## config.mk

```make
export PLATFORM = sky130hd
export DESIGN_NAME = duty_bcd_encoder_flat
export DESIGN_NICKNAME = d
export VERILOG_FILES = /design/src/rtl/duty_bcd_encoder_if.sv /design/src/rtl/duty_bcd_encoder.sv /design/src/flat_wrapper.sv
export SDC_FILE = /design/constraint.sdc
export NUM_CORES = 1
export LEC_CHECK = 0
export BUFFER_PORTS_ARGS = -buffer_cell sky130_fd_sc_hd__buf_2
export CAP_MARGIN = 20
export CORE_MARGIN = 2
export CORE_UTILIZATION = 30
export CTS_BUF_LIST = sky130_fd_sc_hd__clkbuf_16
export DETAILED_ROUTE_END_ITERATION = 8
export PLACE_DENSITY = 0.48
export SLEW_MARGIN = 25
export SYNTH_ARGS = -nofsm -noshare
export SYNTH_HDL_FRONTEND = slang
export SYNTH_SLANG_ARGS = --single-unit
export TNS_END_PERCENT = 30
```

## constraint.sdc

```tcl
create_clock -name clk -period 1.89 [get_ports clk]
set_clock_uncertainty 0.05 [all_clocks]
set_input_delay 0.4725 -clock clk [delete_from_list [all_inputs] [get_ports clk]]
set_output_delay 0.4725 -clock clk [all_outputs]
set_load 0.01 [all_outputs]
```

## src/rtl/duty_bcd_encoder_if.sv

```systemverilog
// rtl/duty_bcd_encoder_if.sv - start/bin request and bcd/valid/busy response bundle
interface duty_bcd_encoder_if #(
  parameter int W      = 8,
  parameter int DIGITS = 3
);
  logic                  start;
  logic [W-1:0]          bin;
  logic [4*DIGITS-1:0]   bcd;
  logic                  valid;
  logic                  busy;

  modport master (output start, bin, input bcd, valid, busy);
  modport slave  (input start, bin, output bcd, valid, busy);
endinterface

```

## src/rtl/duty_bcd_encoder.sv

```systemverilog
// rtl/duty_bcd_encoder.sv - serial double-dabble binary-to-packed-BCD converter
// One input bit per clock; bcd/valid/busy are all registered.
module duty_bcd_encoder #(
  parameter int W      = 8,
  parameter int DIGITS = 3
) (
  input logic               clk,
  input logic               rst,
  duty_bcd_encoder_if.slave bus
);
  localparam int BW = 4 * DIGITS;
  localparam int CW = $clog2(W + 1);

  typedef enum logic {IDLE, SHIFT} state_t;

  state_t         state, state_nx;
  logic [W-1:0]   shreg, shreg_nx;
  logic [BW-1:0]  scratch, scratch_nx;
  logic [BW-1:0]  corrected, shifted;
  logic [BW-1:0]  bcd_q, bcd_nx;
  logic [CW-1:0]  cnt, cnt_nx;
  logic           valid_q, valid_nx;
  logic           busy_q, busy_nx;

  // Add-3 is applied per nibble independently; no carry crosses a digit.
  always_comb begin
    corrected = scratch;
    for (int i = 0; i < DIGITS; i++) begin
      if (scratch[4*i +: 4] >= 4'd5)
        corrected[4*i +: 4] = scratch[4*i +: 4] + 4'd3;
    end
    shifted = {corrected[BW-2:0], shreg[W-1]};
  end

  always_comb begin
    state_nx   = state;
    shreg_nx   = shreg;
    scratch_nx = scratch;
    cnt_nx     = cnt;
    bcd_nx     = bcd_q;
    valid_nx   = 1'b0;
    busy_nx    = busy_q;
    case (state)
      IDLE: begin
        if (bus.start) begin
          shreg_nx   = bus.bin;
          scratch_nx = '0;
          cnt_nx     = CW'(W);
          busy_nx    = 1'b1;
          state_nx   = SHIFT;
        end
      end
      SHIFT: begin
        shreg_nx   = {shreg[W-2:0], 1'b0};
        scratch_nx = shifted;
        cnt_nx     = cnt - CW'(1);
        if (cnt == CW'(1)) begin
          bcd_nx   = shifted;
          valid_nx = 1'b1;
          busy_nx  = 1'b0;
          state_nx = IDLE;
        end
      end
    endcase
  end

  always_ff @(posedge clk or posedge rst) begin
    if (rst) begin
      state   <= IDLE;
      shreg   <= '0;
      scratch <= '0;
      cnt     <= '0;
      bcd_q   <= '0;
      valid_q <= 1'b0;
      busy_q  <= 1'b0;
    end else begin
      state   <= state_nx;
      shreg   <= shreg_nx;
      scratch <= scratch_nx;
      cnt     <= cnt_nx;
      bcd_q   <= bcd_nx;
      valid_q <= valid_nx;
      busy_q  <= busy_nx;
    end
  end

  assign bus.bcd   = bcd_q;
  assign bus.valid = valid_q;
  assign bus.busy  = busy_q;
endmodule

```

## src/flat_wrapper.sv

```systemverilog
// flat-port wrapper written by rule: the top's interface ports become plain ports
module duty_bcd_encoder_flat 
#(
  parameter int W      = 8,
  parameter int DIGITS = 3
)
  (clk, rst, bus_start, bus_bin, bus_bcd, bus_valid, bus_busy);
  duty_bcd_encoder_if #(.W(W), .DIGITS(DIGITS)) bus_i ();
  input logic clk;
  input logic rst;
  input wire logic [$bits(bus_i.start)-1:0] bus_start;
  input wire logic [$bits(bus_i.bin)-1:0] bus_bin;
  output wire logic [$bits(bus_i.bcd)-1:0] bus_bcd;
  output wire logic [$bits(bus_i.valid)-1:0] bus_valid;
  output wire logic [$bits(bus_i.busy)-1:0] bus_busy;
  assign bus_i.start = bus_start;
  assign bus_i.bin = bus_bin;
  assign bus_bcd = bus_i.bcd;
  assign bus_valid = bus_i.valid;
  assign bus_busy = bus_i.busy;
  duty_bcd_encoder #(.W(W), .DIGITS(DIGITS)) u_core (.clk(clk), .rst(rst), .bus(bus_i));
endmodule
```

# [After elaboration in Yosys (flattened, before gate mapping)]
# Cells that the tools add are included.
[totals] output_inout_bits=14 ff_bits=39 in_bits=11 elab_cells=37
[op_classes] addsub=4 n_reduce_logical=2 bitwise_logic=1 mux=17 magnitude_cmp=3 n_eq_ne=3
[ops] cell="12-bit one-hot mux with 2 select lines" count=1
[ops] cell="8-bit one-hot mux with 2 select lines" count=1
[ops] cell="4-bit by 3-bit greater-or-equal comparator with 1-bit output, second input constant" count=3
[ops] cell="12-bit 2-to-1 mux" count=1
[ops] cell="4-bit 2-to-1 mux" count=3
[ops] cell="4-bit by 2-bit adder with 4-bit output, second input constant" count=2
[ops] cell="8-bit 2-to-1 mux" count=1
[ops] cell="4-bit one-hot mux with 2 select lines" count=1
[ops] cell="1-bit 2-to-1 mux" count=6
[ops] cell="4-bit by 1-bit == test with 1-bit output, second input constant" count=1
[ops] cell="2-bit != test, second input constant" count=2
[ops] cell="1-bit one-hot mux with 2 select lines" count=2
[ops] cell="2-bit AND reduction" count=2
[ops] cell="4-bit by 1-bit subtractor with 4-bit output, second input constant" count=1
[ops] cell="3-bit by 2-bit adder with 3-bit output, second input constant" count=1
[ops] cell="3-bit 2-to-1 mux" count=1
[ops] cell="1-bit NOT" count=1

# [Logic depth before layout (Yosys ltp)]
[logic_depth] word_depth=3 depth_mapped=6 mapped_depth_nobuf=6

# [Worst setup path after synthesis]
# Ideal clock, no wire load.
[synth_path] path_kind="register to register" start="register u_core.scratch[0]" end="register u_core.scratch[2]" synth_period_minus_slack_ns=1.543 setup_ns=0.084 path_stages_with_launch=7 setup_slack_ns=0.347 arrival_ns=1.409 required_ns=1.756 path_buffers=0 cell_sequence="dfrtp_1 > inv_1 > ha_1 > nand2b_1 > a21oi_1 > mux2_2 > o22ai_1"
[synth_via] elab_chain_len=3 elab_cells_between_ends=4 classes_between="add/sub: 1; order compare: 1; mux: 2"
[synth_rtl] item="start, declared" line_no="duty_bcd_encoder.sv:18" rtl="logic [BW-1:0] scratch, scratch_nx;"
[synth_rtl] item="start signal, assigned" line_no="duty_bcd_encoder.sv:79" rtl="scratch <= scratch_nx;"
[synth_rtl] item="4-bit by 2-bit adder with 4-bit output or 4-bit by 3-bit greater-or-equal comparator with 1-bit output (tied branches)" line_no="duty_bcd_encoder.sv:30, duty_bcd_encoder.sv:29"
[synth_rtl] item="4-bit 2-to-1 mux (*)" line_no="duty_bcd_encoder.sv:29" rtl="if (scratch[4*i +: 4] >= 4'd5)"
[synth_rtl] item="12-bit one-hot mux with 2 select lines (*)" line_no="duty_bcd_encoder.sv:43" rtl="case (state)"
# Mark *: on every way between the ends. The rest lies on a longest branch, timed or not.
# A chain may end at the register's enable or synchronous reset.

# [Worst setup path after layout]
# Ends and elaborated chain as after synthesis.

==> flow_metrics.tcl <==
set metrics [dict create \
    finalHoldViolations 0 \
    startpoint_type "flop" \
    hpwl_um 2480 \
    grt_util_all_layers 0.117 \
    power_density_nw_per_um2 1800 \
    post-cts-setup-buffers 0 \
    rsz0062_at_grt "false" \
    finalNonFillerCells 287 \
    antenna_cells 0 \
    slew_headroom 0.656 \
    hold_path.class "primary input to asynchronous set/reset pin" \
    initial_utilization 0.310 \
    worst_skew_pair.late_latency_ns 0.28 \
    hold_buffers 0 \
    yosysWarnings 0 \
    grt-ovfl-total 0 \
    fmax_mhz 603 \
    cts_root_buf "clkbuf_16" \
    grt_pass1_vias 1197 \
    grt_max_degree 40 \
    vias 1303 \
    io_buffers 24 \
    r2r_start "u_core.scratch[0]" \
    syn_avg_cell_area_um2 10.1 \
    multi_input_area_um2 778 \
    r2r_slack_ns 0.23 \
    setup_viol 0 \
    syn_to_final_growth_pct 21.0 \
    seq_area_um2 976 \
    nNetsFinal 230 \
    crit_type "flop to flop" \
    clock-sinks 39 \
    routedWlPerCell_um 12.5 \
    vias_per_cell 4.54 \
    period_share 0.878 \
    syn_nets 201 \
    maxSlewViolCount 0 \
    yosysSeqAreaShare 0.531 \
    die_h_um 82.2 \
    synth_commonest_cells "39 x dfrtp_1, 33 x nand2_1, 16 x o21ai_0" \
    drt_iter0_markers 83 \
    synth_top_area_cell "dfrtp_1" \
    synthCells 182 \
    clk_pin_slew_ns 0.06 \
    crit_path_start "u_core.scratch[0]" \
    fp.dieArea_um2 6760 \
    ys_ff_latch 39 \
    setup_tns_ns 0 \
    drcViolationCount 0 \
    antenna_found_initial 0 \
    post_cts_resized 0 \
    cp.required_ns 2.04 \
    yosysUniqueCellTypes 29 \
    arrival_ns 1.81 \
    worstSetupEndpointType "flop" \
    cts_tree "done" \
    wirelength_um 3580 \
    grt_first_pass_wirelength_um 5850 \
    ir_worst_vdd_mv 0.690 \
    final_layout_size_suffix_gt1_frac 0.222 \
    rows 28 \
    synth_area_leaders "dfrtp_1 53%, nand2_1 6.7%, ha_1 5.4%" \
    cts_made_buffers 5 \
    place_inst 279 \
    final_core_util 0.375 \
    worst-slew-pin-transition_ns 0.516 \
    netlist_area_um2 1840 \
    status "completed" \
    gp_congestion 0.803 \
    postRouteAntennaNets 0 \
    ios 25 \
    drv_cap 0 \
    p_leak_nw 1.07 \
    core_um2 5920 \
    layout_min_cycle_time_ns 1.66 \
    ys.flop_type "dfrtp_1" \
    dr.pass1.iters 4 \
    async_flop_share 1.00 \
    synth_edf_count 0 \
    critPathMaxFanout 3 \
    chipWidth_um 82.2 \
    fin_hold_ws_ns 0.250 \
    h-tree-depth 2 \
    yosysMostFrequentCell "dfrtp_1" \
    num-fill-cells 608 \
    synth_top_area_frac 0.531 \
    clockBufferDepth 2 \
]
-- report_power, final --
part           switching (mW)  internal, mW  total [mW]  leakage (nW)
clock network           0.327         0.615       0.942        0.0812
logic                   0.838         0.746        1.58         0.499
registers               0.272          1.20        1.48         0.493
total                    1.44          2.57        4.00          1.07
-- worst max-delay path, stage by stage, from the launching register on --
cell      delay (ns)
dfrtp_1         0.39
inv_1           0.12
ha_1            0.20
nand2b_1        0.08
a21oi_1         0.22
mux2_2          0.37
o22ai_1         0.14
-- final cells by class --
class / count / area share
multi-input combinational: 123 / 0.350
clock inverter: 3 / 0.0175
clock buffer: 5 / 0.0563
tap: 75 / 0.0422
timing repair buffer: 30 / 0.0743
sequential: 39 / 0.439
inverter: 12 / 0.0203
-- worst paths after layout --
| check | to | cells past startpoint |
|---|---|---|
| max in group asynchronous | u_core.bus.busy | 3 |
| worst min-delay path | u_core.shreg[1] | 3 |
| min in group clk | u_core.shreg[0] | 3 |
| worst max-delay path | u_core.scratch[2] | 6 |
| worst max register to register | u_core.scratch[2] | 6 |
| worst min register to register | u_core.bus.bcd[0] | 2 |
-- cell families after synthesis --
family	count (synthesis)	share of synthesized area
simple gates	54	0.131
buf+inv	20	0.0450
mux	13	0.0797
flops	39	0.531
xor+xnor	3	0.0143
fa+ha+maj	8	0.0545
compound gates	45	0.144
-- stage by stage --
step	total power [mW]	instance area (um^2)	worst slack, ns
6_report	4.00	2220	0.231
2_1_floorplan	2.66	1840	0.347
4_1_cts	4.06	2220	0.210
3_5_place_dp	3.10	2060	0.232
3_3_place_gp	3.09	2060	0.280
5_1_grt	4.35	2220	0.112
-- layer usage --
layer  routed length (um)  track usage
met1                 1850        0.164
met2                 1470        0.159
met3                  207       0.0500
met4                   44       0.0433
met5                    0            0
-- registers in the layout, indices dropped and copies added (netlist names) --
signal and count:
u_core.state 1, u_core.shreg 8, u_core.scratch 12, u_core.bus.valid 1, u_core.bus.bcd 12, u_core.bus.busy 1
u_core.cnt 4
-- layout by cell type, fill, tap and decap left out, types with 2 or more instances in the layout --
cell type,n
dfrtp_1,39
nand2_1,33
buf_2,24
o21ai_0,16
inv_1,11
mux2i_1,9
nor2_1,8
a21oi_1,8
o22ai_1,8
ha_1,8
buf_4,6
o21ai_1,5
nor3b_1,5
clkbuf_16,5
nand2b_1,3
mux2_4,3
xnor2_1,3
a21oi_2,2
nor3_1,2
(Power assumes the default switching activity.)
